`config.mk`:
```
export PLATFORM = sky130hd
export DESIGN_NAME = mem_access_unit
export DESIGN_NICKNAME = d
export VERILOG_FILES = /design/src/rtl/mem_access_unit.sv
export SDC_FILE = /design/constraint.sdc
export NUM_CORES = 1
export LEC_CHECK = 0
export BUFFER_PORTS_ARGS = -buffer_cell sky130_fd_sc_hd__buf_2
export CELL_PAD_IN_SITES_DETAIL_PLACEMENT = 1
export CELL_PAD_IN_SITES_GLOBAL_PLACEMENT = 1
export CORE_ASPECT_RATIO = 1.4
export CORE_MARGIN = 3
export CORE_UTILIZATION = 39
export DETAILED_ROUTE_END_ITERATION = 12
export GPL_TIMING_DRIVEN = 0
export PLACE_DENSITY = 0.87
export RECOVER_POWER = 25
export SLEW_MARGIN = 10
export SYNTH_ARGS = -nofsm -noshare
export SYNTH_HDL_FRONTEND = slang
export SYNTH_SLANG_ARGS = --single-unit
```
`constraint.sdc`:
```
create_clock -name clk -period 3.6 [get_ports clk]
set_clock_uncertainty 0.05 [all_clocks]
set_input_delay 0.18 -clock clk [delete_from_list [all_inputs] [get_ports clk]]
set_output_delay 0.18 -clock clk [all_outputs]
set_load 0.02 [all_outputs]
```
`src/rtl/mem_access_unit.sv`:
```
// rtl/mem_access_unit.sv - MEM stage: data-memory access FSM and MEM/WB register.
// Optional MEM_TIMEOUT_EN adds an ACCESS-state timeout that raises BusErr.
module mem_access_unit #(
  parameter logic [3:0] TIMEOUT = 4'd15
) (
  input  logic        clk,
  input  logic        reset,
  input  logic        MemRd,
  input  logic        MemWr,
  input  logic        RegWr,
  input  logic [1:0]  MemToReg,
  input  logic [31:0] ALUResult,
  input  logic [31:0] ReadData2,
  input  logic [31:0] NextPC,
  input  logic [4:0]  RegDst,
  output logic        mem_req,
  output logic        mem_we,
  output logic [31:0] mem_addr,
  output logic [31:0] mem_wdata,
  input  logic [31:0] mem_rdata,
  input  logic        mem_ready,
  output logic        Stall,
  output logic        AddrErr,
  output logic        BusErr,
  output logic        oRegWr,
  output logic [1:0]  oMemToReg,
  output logic [31:0] oALUResult,
  output logic [31:0] oMemData,
  output logic [4:0]  oRegDst,
  output logic [31:0] oNextPC
);
  typedef enum logic {IDLE = 1'b0, ACCESS = 1'b1} state_t;

  state_t      state, state_next;
  logic        mem_op, aligned, start, timeout_hit, we_l;
  logic [31:0] addr_l, wdata_l;

  assign mem_op  = MemRd | MemWr;
  assign aligned = (ALUResult[1:0] == 2'b00);
  assign start   = (state == IDLE) && mem_op && aligned;

`ifdef MEM_TIMEOUT_EN
  logic [3:0] tcount;
  assign timeout_hit = (state == ACCESS) && !mem_ready && (tcount == TIMEOUT - 4'd1);

  always_ff @(posedge clk) begin
    if (reset)
      tcount <= 4'd0;
    else if (start)
      tcount <= 4'd0;
    else if (state == ACCESS && !mem_ready)
      tcount <= tcount + 4'd1;
  end
`else
  logic unused_timeout;
  assign unused_timeout = ^TIMEOUT;
  assign timeout_hit    = 1'b0;
`endif

  always_ff @(posedge clk) begin
    if (reset) state <= IDLE;
    else       state <= state_next;
  end

  always_comb begin
    state_next = state;
    case (state)
      IDLE:    if (mem_op && aligned) state_next = ACCESS;
      ACCESS:  if (mem_ready || timeout_hit) state_next = IDLE;
      default: state_next = IDLE;
    endcase
  end

  // Reset forces every strobe low, abandoning any in-flight request.
  always_comb begin
    mem_req = 1'b0;
    mem_we  = 1'b0;
    Stall   = 1'b0;
    AddrErr = 1'b0;
    BusErr  = 1'b0;
    if (!reset) begin
      case (state)
        IDLE: begin
          Stall   = mem_op && aligned;
          AddrErr = mem_op && !aligned;
        end
        ACCESS: begin
          mem_req = 1'b1;
          mem_we  = we_l;
          Stall   = !mem_ready && !timeout_hit;
          BusErr  = timeout_hit;
        end
        default: ;
      endcase
    end
  end

  assign mem_addr  = addr_l;
  assign mem_wdata = wdata_l;

  always_ff @(posedge clk) begin
    if (reset) begin
      addr_l     <= 32'd0;
      wdata_l    <= 32'd0;
      we_l       <= 1'b0;
      oRegWr     <= 1'b0;
      oMemToReg  <= 2'd0;
      oALUResult <= 32'd0;
      oMemData   <= 32'd0;
      oRegDst    <= 5'd0;
      oNextPC    <= 32'd0;
    end else begin
      if (start) begin
        addr_l  <= ALUResult;
        wdata_l <= ReadData2;
        we_l    <= MemWr;
      end
      // A stalled edge inserts a bubble by only killing the write enable.
      if (Stall) begin
        oRegWr <= 1'b0;
      end else begin
        oRegWr     <= RegWr && !AddrErr && !BusErr;
        oMemToReg  <= MemToReg;
        oALUResult <= ALUResult;
        oMemData   <= (state == ACCESS && mem_ready && !we_l) ? mem_rdata : 32'd0;
        oRegDst    <= RegDst;
        oNextPC    <= NextPC;
      end
    end
  end
endmodule
```
# Word-level counts from Yosys, hierarchy flattened
# Index checks and enable logic that the tools add are counted.
dict set report op_classes {
  mux 12
  n_bitwise 2
  n_reduce_logical 13
}
# op count
set ops {}
lappend ops {{two-way mux 32 bit} 1}
lappend ops {{two-way mux 1 bit} 9}
lappend ops {{logical AND 1 bit} 7}
lappend ops {{zero test 1 bit} 4}
lappend ops {{case mux 1 bit (2 select lines)} 2}
lappend ops {{zero test 2 bit} 1}
lappend ops {{OR reduction 2 bit} 1}
lappend ops {{NOT 1 bit} 1}
lappend ops {{bitwise OR 1 bit} 1}
dict set report totals {
  reg_bits 170
  input_bits 141
  output_inout_bits 173
  elab_cells 37
}

# Longest topological paths before layout
# Gate-level depths: netlist of run 1.
dict set report depth {
  word_depth 7
  ltp_mapped 6
}

# Worst setup path after synthesis of run 1
# OpenSTA, ideal clock, no wires.
dict set report synth_timing {
  path_type {flip-flop to output port}
  from {register state}
  to {output port mem_we}
  arrival_ns 1.457
  required_time_ns 3.370
  setup_slack_ns 1.913
  path_stages_with_launch 5
  path_cell_list {dfxtp_1 clkbuf_1 clkbuf_1 nor2b_1 and2_1}
}
dict set report synth_between {
  elab_chain_cells 2
}
# element line
set synth_lines {}
lappend synth_lines {{start: declaration} 34} ;# state_t state, state_next;
lappend synth_lines {{start signal: assignment} 62} ;# else state <= state_next;
lappend synth_lines {{two-way mux 1 bit} 82} ;# case (state)
lappend synth_lines {{two-way mux 1 bit} 81} ;# if (!reset) begin
lappend synth_lines {{end: declaration} 17} ;# output logic mem_we,
# No other way between the ends.

# Final worst setup path of run 1
# Ends and elaborated chain as after synthesis.

==> summary.txt, run 1 <==
hold-fix buffers at CTS = 61
GP Congestion = 0.864
std cell rows = 64
P per Cell Area = 415 nW/um2
Hold Fails Final Rpt = 0
Post-Place Cells = 1,616
crit path max fanout = 10
drt wl/cell = 22.7 um
R2R cell count = 5
post-CTS setup buffers = 0
worst setup path class = reg2out
cell mode on critical path = clkbuf_1
DRT antenna net count = 0
Worst Max-Slew Pin Slew = 0.597 ns
synthesized area = 8800 um2
Hold Crit Class = in2reg
HPWL Detailed = 26.7 mm
initial antenna violation count = 3
Synth Area per Inst = 8.73 um2
Die H = 184 um
setup TNS = 0 ns
Worst Hold Path EP = mem_addr[7]$_SDFFE_PP0P_
CTS tree = done
syn_nets = 1,149
first-pass GRT wire length = 60.2 mm
number of global-route vias before repair = 10,700
Min-Delay Startpoint = ALUResult[7]
XOR/XNOR Fraction of Synth Area = 0%
CP Launch Type = register
Filler cells = 2,738
NumNets Final = 1,540
core area = 22,000 um2
share of layout cells above drive strength 1 = 26.8%
Max Cap Violations = 0
CP cell instances = clkbuf_1 -> clkbuf_1 -> nor2b_1 -> and2_1 -> buf_2
worst path required time = 3.37 ns
leakage = 4.48 nW
Die X = 133 um
VDD IR-drop max = 334 uV
Setup violations, final = 0
Worst slew margin = 60.2%
crit end category = output pin
critical path's slowest cell = clkbuf_1
Iter 0 DRT Violations = 610
Post-route DRC = 0
RSZ-0062 raised after global routing = false
Initial Utilization = 40.0%
sequential area share after synthesis = 38.7%
Clock Pin Slew Worst Setup and Hold Paths = 0.07 ns
main combinational cell family by area after synthesis = simple AND/OR/NAND/NOR gates
pins over their slew limit = 0
Worst Hold Depth = 3
mux cell area share after synthesis = 0%
post-route non-filler standard cell count = 1,710
CP max stage delay = 0.42 ns
Post-Synth Adder-Cell Area = 0%
port buffer count = 311
cts bufs inserted = 17
synth-to-layout area growth = 34.0%
Design Power = 4.90 mW
minimum clock period after layout = 2.46 ns
I/O pin total = 314
Yosys reg bits = 170
Netlist cell types = 34
Vias/cell = 5.94
Syn. warnings = 0
CP arrival = 2.23 ns
R2R setup slack = 1.72 ns
die area = 24,400 um2
Synth Area in Simple Gates = 30.0%
clk_lat worst skew = 0.43 ns
final period utilization = 68.4%
worst reg2reg endpoint = oRegWr$_SDFF_PP0_
synthesized instance count = 1,008
H-tree depth = 4
post-cts sizing count = 0
pin count of the biggest net entering global routing = 17
clock buffer depth = 2
Max Fclk = 406 MHz
detailed-route via count = 10,200
clk root buf = clkbuf_16
clock sink count = 170
Total GRT Usage = 30.6%
Routed WL = 38.7 mm
First-pass DRT Iterations = 5
Synth Area in Compound Gates = 23.8%
status = finished, final reports clean
worst r2r src = state$_SDFF_PP0_
grt total ovfl = 0
-- Yosys cell counts --
cell / number / area share [%]
or2_1: 1 / 0.071
a211oi_2: 28 / 4.0
nor3_1: 2 / 0.11
and4bb_2: 5 / 0.71
nor3b_1: 3 / 0.26
and3b_1: 1 / 0.10
nand2_2: 1 / 0.071
and2_1: 1 / 0.071
clkbuf_1: 46 / 2.0
buf_1: 4 / 0.17
nand3_1: 153 / 8.7
buf_6: 2 / 0.26
a211oi_1: 6 / 0.51
a31oi_1: 45 / 3.2
o21ba_2: 1 / 0.11
buf_2: 74 / 4.2
o21bai_1: 1 / 0.085
nand4bb_1: 13 / 1.7
nor2_2: 1 / 0.071
or4bb_1: 11 / 1.4
dfxtp_1: 170 / 39
o311ai_1: 24 / 2.4
o31a_1: 24 / 2.4
conb_1: 1 / 0.043
and2b_1: 2 / 0.17
nor2b_1: 45 / 3.2
buf_4: 11 / 0.94
o21ai_0: 63 / 3.6
nor2_1: 3 / 0.13
nand4b_1: 69 / 6.9
nand2b_1: 25 / 1.8
nor4bb_1: 38 / 4.3
and4bb_1: 2 / 0.28
a21oi_1: 132 / 7.5
-- cells by family after synthesis --
| kind of cell | Yosys count |
|---|---|
| buffers and inverters | 137 |
| other | 1 |
| AOI/OAI and AO/OA | 324 |
| DFF | 170 |
| and+or+nand+nor | 376 |
-- per-stage QoR --
stage | worst slack (ns) | hold slack [ns] | util (%) | instance area (um2)
global placement | 1.66 | 0.383 | 48.7 | 10700
global route | 1.06 | 0.0271 | 53.6 | 11800
finish | 1.14 | 0.0222 | 53.6 | 11800
CTS | 1.18 | 0.0114 | 54.0 | 11900
floorplan | 1.91 | 0.278 | - | 8800
detailed placement | 1.65 | 0.392 | 48.7 | 10700
-- routing by layer --
metal | wire (um) | track usage (%) | share of wire, % | vias up
met3 | 2100 | 5.37 | 5.4 | 114
met1 | 14700 | 34.3 | 38 | 5008
li1 | - | - | - | 4623
met5 | 0 | 0 | 0 | -
met4 | 2020 | 16.3 | 5.2 | 0
met2 | 19900 | 55.1 | 51 | 417
-- power by group --
part | leakage (nW) | switching [mW] | internal (mW) | total, mW
logic | 2.81 | 0.638 | 0.374 | 1.01
registers | 1.40 | 0.0856 | 1.99 | 2.08
clock network | 0.272 | 0.821 | 0.985 | 1.81
total | 4.48 | 1.54 | 3.35 | 4.90
-- cell usage in the layout, fill, tap and decap left out, types with 2 or more instances in the layout --
cell type      Yosys  layout
diode_2            0       3
buf_6              2       2
nand2b_1          25      25
nor2b_1           45      45
a211oi_1           6       6
nor4bb_1          38      38
nand3_1          153     153
buf_4             11      11
nor3b_1            3       3
nand4b_1          69      69
o31a_1            24      24
o311ai_1          24      24
clkinv_2           0       3
and4bb_2           5       5
dlygate4sd3_1      0      61
a31oi_1           45      45
nor3_1             2       2
buf_1              4       4
a21oi_1          132     132
a211oi_2          28      28
clkbuf_1          46     132
clkbuf_8           0       2
nor2_1             3       3
and2b_1            2       2
clkinv_4           0       4
o21ai_0           63      63
buf_2             74     300
and4bb_1           2       2
clkbuf_16          0      17
dfxtp_1          170     170
or4bb_1           11      11
nand4bb_1         13      13
-- registers in the layout, indices dropped and copies added, names as in the netlist --
| register | flops |
|---|---|
| oNextPC | 32 |
| mem_wdata | 32 |
| oRegDst | 5 |
| oMemData | 32 |
| state | 1 |
| oALUResult | 32 |
| oMemToReg | 2 |
| mem_addr | 32 |
| we_l | 1 |
| oRegWr | 1 |
-- critical path, delay by kind of cell, from the launching register on --
family                 cells  cell delay, ns
DFF                        1            0.39
and+or+nand+nor            2            0.39
buffers and inverters      3            1.02
-- final cells by class --
class | count | area (um2) | share of cell area (%)
sequential | 170 | 3400 | 28.9
tap | 297 | 372 | 3.15
buffer | 137 | 663 | 5.62
timing repair buffer | 372 | 2060 | 17.5
clock buffer | 20 | 457 | 3.87
multi-input combinational | 701 | 4730 | 40.1
antenna | 3 | 7.51 | 0.0637
clock inverter | 10 | 96.3 | 0.817
-- worst max path at each step --
| stage | start | to | slack (ns) | cells past startpoint |
|---|---|---|---|---|
| global route | state$_SDFF_PP0_ | mem_we | 1.06 | 5 |
| CTS | state$_SDFF_PP0_ | mem_we | 1.18 | 5 |
| floorplan | state$_SDFF_PP0_ | mem_we | 1.91 | 4 |
| finish | state$_SDFF_PP0_ | mem_we | 1.14 | 5 |
| detailed placement | state$_SDFF_PP0_ | mem_we | 1.65 | 5 |
| global placement | state$_SDFF_PP0_ | mem_we | 1.66 | 5 |
(Power assumes the default switching activity.)
==> run 2, diff against run 1 <==
--- a/config.mk
+++ b/config.mk
@@ -5,15 +5,16 @@
 export SDC_FILE = /design/constraint.sdc
 export NUM_CORES = 1
 export LEC_CHECK = 0
+export ABC_AREA = 1
 export BUFFER_PORTS_ARGS = -buffer_cell sky130_fd_sc_hd__buf_2
 export CELL_PAD_IN_SITES_DETAIL_PLACEMENT = 1
 export CELL_PAD_IN_SITES_GLOBAL_PLACEMENT = 1
 export CORE_ASPECT_RATIO = 1.4
 export CORE_MARGIN = 3
-export CORE_UTILIZATION = 39
+export CORE_UTILIZATION = 29
 export DETAILED_ROUTE_END_ITERATION = 12
 export GPL_TIMING_DRIVEN = 0
-export PLACE_DENSITY = 0.87
+export PLACE_DENSITY = 0.78
 export RECOVER_POWER = 25
 export SLEW_MARGIN = 10
 export SYNTH_ARGS = -nofsm -noshare
==> constraint.sdc (replaced) <==
create_clock -name clk -period 2.14 [get_ports clk]
set_clock_uncertainty 0.05 [all_clocks]
set_input_delay 0.107 -clock clk [delete_from_list [all_inputs] [get_ports clk]]
set_output_delay 0.107 -clock clk [all_outputs]
set_load 0.02 [all_outputs]
==> run 2 against run 1 <==
  * Critical path depth increased by 1
  * Die area increased by 2.2%
  * Final cell count decreased by 4.6%
  * Via count decreased by 19%
  * Sequential cell count unchanged
  * Total power increased by 61%
  * Setup slack got worse by 0.90 ns
  * Wire length decreased by 19%
  * Area after synthesis decreased by 24%
  * Sequential power increased by 64%
  * Sequential share of layout area increased by 3.6 points
  * Non-clock buffer count increased by 34
  * Critical endpoint is now Stall
  * Highest routed layer unchanged
==> summary.txt, run 2 <==
status = finished, final reports clean (unchanged)
first-pass GRT wire length = 48.4 mm (was 60.2 mm)
crit end category = output pin (unchanged)
I/O pin total = 314 (unchanged)
Yosys reg bits = 170 (unchanged)
share of layout cells above drive strength 1 = 24.9% (was 26.8%)
NumNets Final = 1,455 (was 1,540)
detailed-route via count = 8,210 (was 10,200)
RSZ-0062 raised after global routing = false (unchanged)
clock buffer depth = 2 (unchanged)
pins over their slew limit = 0 (unchanged)
worst setup path class = reg2out (unchanged)
Setup violations, final = 0 (unchanged)
top cells by area, synth = dfxtp_1 (51%), nand4_1 (15%), nand2_1 (9.5%), nand3_1 (8.2%), a21oi_1 (4.7%) (was dfxtp_1 (39%), nand3_1 (8.7%), a21oi_1 (7.5%), nand4b_1 (6.9%), nor4bb_1 (4.3%))
Total GRT Usage = 24.6% (was 30.6%)
Max Fclk = 525 MHz
minimum clock period after layout = 1.90 ns
commonest non-fill, non-tap cells in the layout = buf_2 (283), dfxtp_1 (170), nand2_1 (169) (was buf_2 (300), dfxtp_1 (170), nand3_1 (153))
Finished Core Util = 46.4% (was 53.6%)
top-area cell type share of the netlist area = 50.8% (was 38.7%)
Hold Crit Class = in2reg (unchanged)
number of global-route vias before repair = 8,719 (was 10,700)
die area = 25,000 um2 (was 24,400 um2)
Synth Area in Compound Gates = 4.71% (was 23.8%)
Synth Area in Simple Gates = 35.3% (was 30.0%)
clk root buf = clkbuf_16 (unchanged)
Iter 0 DRT Violations = 349 (was 610)
cts bufs inserted = 17 (unchanged)
drt wl/cell = 19.3 um (was 22.7 um)
syn_nets = 988 (was 1,149)
combinational group share of total power = 16.8% (was 20.7%)
Netlist cell types = 17 (was 34)
post-route non-filler standard cell count = 1,632 (was 1,710)
number of flops mapped to enable cells by yosys = 0 (unchanged)
Routed WL = 31.4 mm (was 38.7 mm)
CP arrival = 1.75 ns (was 2.23 ns)
CTS tree = done (unchanged)
pin count of the biggest net entering global routing = 17 (unchanged)
initial antenna violation count = 3 (unchanged)
CP Launch Type = register (unchanged)
GP Congestion = 0.869 (was 0.864)
Switching Fraction = 29.7% (was 31.5%)
post-synth top area cell = dfxtp_1 (unchanged)
synth-to-layout area growth = 56.8% (was 34.0%)
clock sink count = 170 (unchanged)
Syn. warnings = 0 (unchanged)
grt total ovfl = 0 (unchanged)
Final Cell Area = 10,500 um2 (was 11,800 um2)
Die X = 134 um (was 133 um)
post-CTS setup buffers = 0 (unchanged)
HPWL Detailed = 20.9 mm (was 26.7 mm)
sequential area share after synthesis = 50.8% (was 38.7%)
std cell rows = 65 (was 64)
leakage = 4.96 nW (was 4.48 nW)
Worst Max-Slew Pin Slew = 0.569 ns (was 0.597 ns)
synthesized area = 6700 um2 (was 8800 um2)
port buffer count = 311 (unchanged)
final period utilization = 89.0%
count leader, synth = dfxtp_1 (unchanged)
Worst slew margin = 62.1% (was 60.2%)
CP max stage delay = 0.41 ns (was 0.42 ns)
Vias/cell = 5.03 (was 5.94)
commonest non-fill, non-tap cell in the layout = buf_2 (unchanged)
Register Area = 3400 um2 (unchanged)
Power Internal = 5.53 mW (was 3.35 mW)
P per Cell Area = 750 nW/um2 (was 415 nW/um2)
VDD IR-drop max = 526 uV (was 334 uV)
multi-input logic area = 2690 um2 (was 4730 um2)
clk_lat worst skew = 0.43 ns (about the same)
Post-Place Cells = 1,459 (was 1,616)
CP cell instances = nand2_4 -> nand2_2 -> buf_4 -> inv_1 -> nor2_1 -> buf_2 (was clkbuf_1 -> clkbuf_1 -> nor2b_1 -> and2_1 -> buf_2)
main combinational cell family by area after synthesis = simple AND/OR/NAND/NOR gates (unchanged)
Max Cap Violations = 0 (unchanged)
Area after DPL = 8630 um2 (was 10,700 um2)
Flop pwr share = 43.3% (was 42.5%)
Post-Synth Adder-Cell Area = 0% (unchanged)
critical path's slowest cell = dfxtp_1 (was clkbuf_1)
top post-synthesis cells by count = dfxtp_1 (170), nand2_1 (169), nand4_1 (162), nand3_1 (110), a21oi_1 (63) (was dfxtp_1 (170), nand3_1 (153), a21oi_1 (132), buf_2 (74), nand4b_1 (69))
Hold WS = 0.164 ns (was 0.0222 ns)
core area = 22,600 um2 (was 22,000 um2)
Clock Pin Slew Worst Setup and Hold Paths = 0.07 ns (about the same)
Synth async-reset ratio = 0% (unchanged)
Hold Fails Final Rpt = 0 (unchanged)
Net Sw Power = 2.34 mW (was 1.54 mW)
power share of the clock group = 39.9% (was 36.9%)
mux cell area share after synthesis = 0% (unchanged)
First-pass DRT Iterations = 4 (was 5)
DRT antenna net count = 0 (unchanged)
setup TNS = 0 ns (unchanged)
Initial Utilization = 29.6% (was 40.0%)
Synth Area per Inst = 7.90 um2 (was 8.73 um2)
worst path required time = 1.98 ns (was 3.37 ns)
XOR/XNOR Fraction of Synth Area = 0% (unchanged)
H-tree depth = 4 (unchanged)
Post-route DRC = 0 (unchanged)
Filler cells = 2,881 (was 2,738)
synthesized instance count = 847 (was 1,008)
Die H = 186 um (was 184 um)
crit path max fanout = 10 (unchanged)
Primary FF master, synth = dfxtp_1 (unchanged)
-- run 2: final timing paths --
| path | startpoint | end | slack, ns | cells after the start |
|---|---|---|---|---|
| hold reg to reg | mem_addr[11]$_SDFFE_PP0P_ | mem_addr[11]$_SDFFE_PP0P_ | 0.41 | 2 |
| setup / recovery | state$_SDFF_PP0_ | Stall | 0.24 | 6 |
| setup reg to reg | we_l$_SDFFE_PP0P_ | oMemData[21]$_SDFFE_PP0N_ | 0.49 | 7 |
| hold / removal | reset | mem_wdata[0]$_SDFFE_PP0P_ | 0.16 | 3 |
-- run 2: layer usage --
metal / vias to the layer above / wire [um] / GRT usage (%)
met2: 287 / 16400 / 45.2
met5: - / 0 / 0
li1: 3887 / - / -
met3: 80 / 1640 / 5.60
met4: 0 / 1240 / 11.4
met1: 3956 / 12100 / 26.7
-- run 2: final cells by class --
cell class | count | share of cell area (%)
diodes | 4 | 0.0954
clock inverters | 13 | 1.29
plain buffers | 95 | 4.47
repair buffers | 448 | 26.9
inverters | 38 | 1.36
well taps | 301 | 3.59
flip-flops and latches | 170 | 32.4
clock buffers | 19 | 4.32
multi-input cells | 544 | 25.6
-- run 2: logic make-up after synthesis --
group                  count (synthesis)
AND/OR/NAND/NOR                      480
buffers and inverters                133
other                                  1
flip-flops                           170
AO/OA/AOI/OAI                         63
-- run 2: what timing repair did --
item | 4_1_cts | 5_1_grt
hold endpoints to repair | 167 | 0
hold buffers | 137 | 0
endpoints found under the setup margin | 0 | 1
resized for setup | 0 | 1
-- run 2: power groups by stage --
| stage | Combinational, mW | Clock [mW] | Sequential [mW] |
|---|---|---|---|
| 5_1_grt | 1.43 | 3.35 | 3.43 |
| 2_1_floorplan | 0.427 | 0 | 3.67 |
| 3_5_place_dp | 1.12 | 0 | 3.48 |
| 4_1_cts | 1.33 | 3.20 | 3.41 |
| 6_report | 1.32 | 3.14 | 3.41 |
| 3_3_place_gp | 1.11 | 0 | 3.47 |
-- run 2: critical path, delay by kind of cell, from the launching register on --
kind	cells	cell delay, ns
buffers and inverters	3	0.48
DFF	1	0.41
and+or+nand+nor	3	0.42
-- run 2: stage by stage --
stage          worst slack (ns)  total power [mW]
4_1_cts                 0.00360              7.93
3_5_place_dp              0.495              4.60
2_1_floorplan             0.916              4.09
6_report                  0.235              7.87
3_3_place_gp              0.502              4.58
5_1_grt                  0.0622              8.22
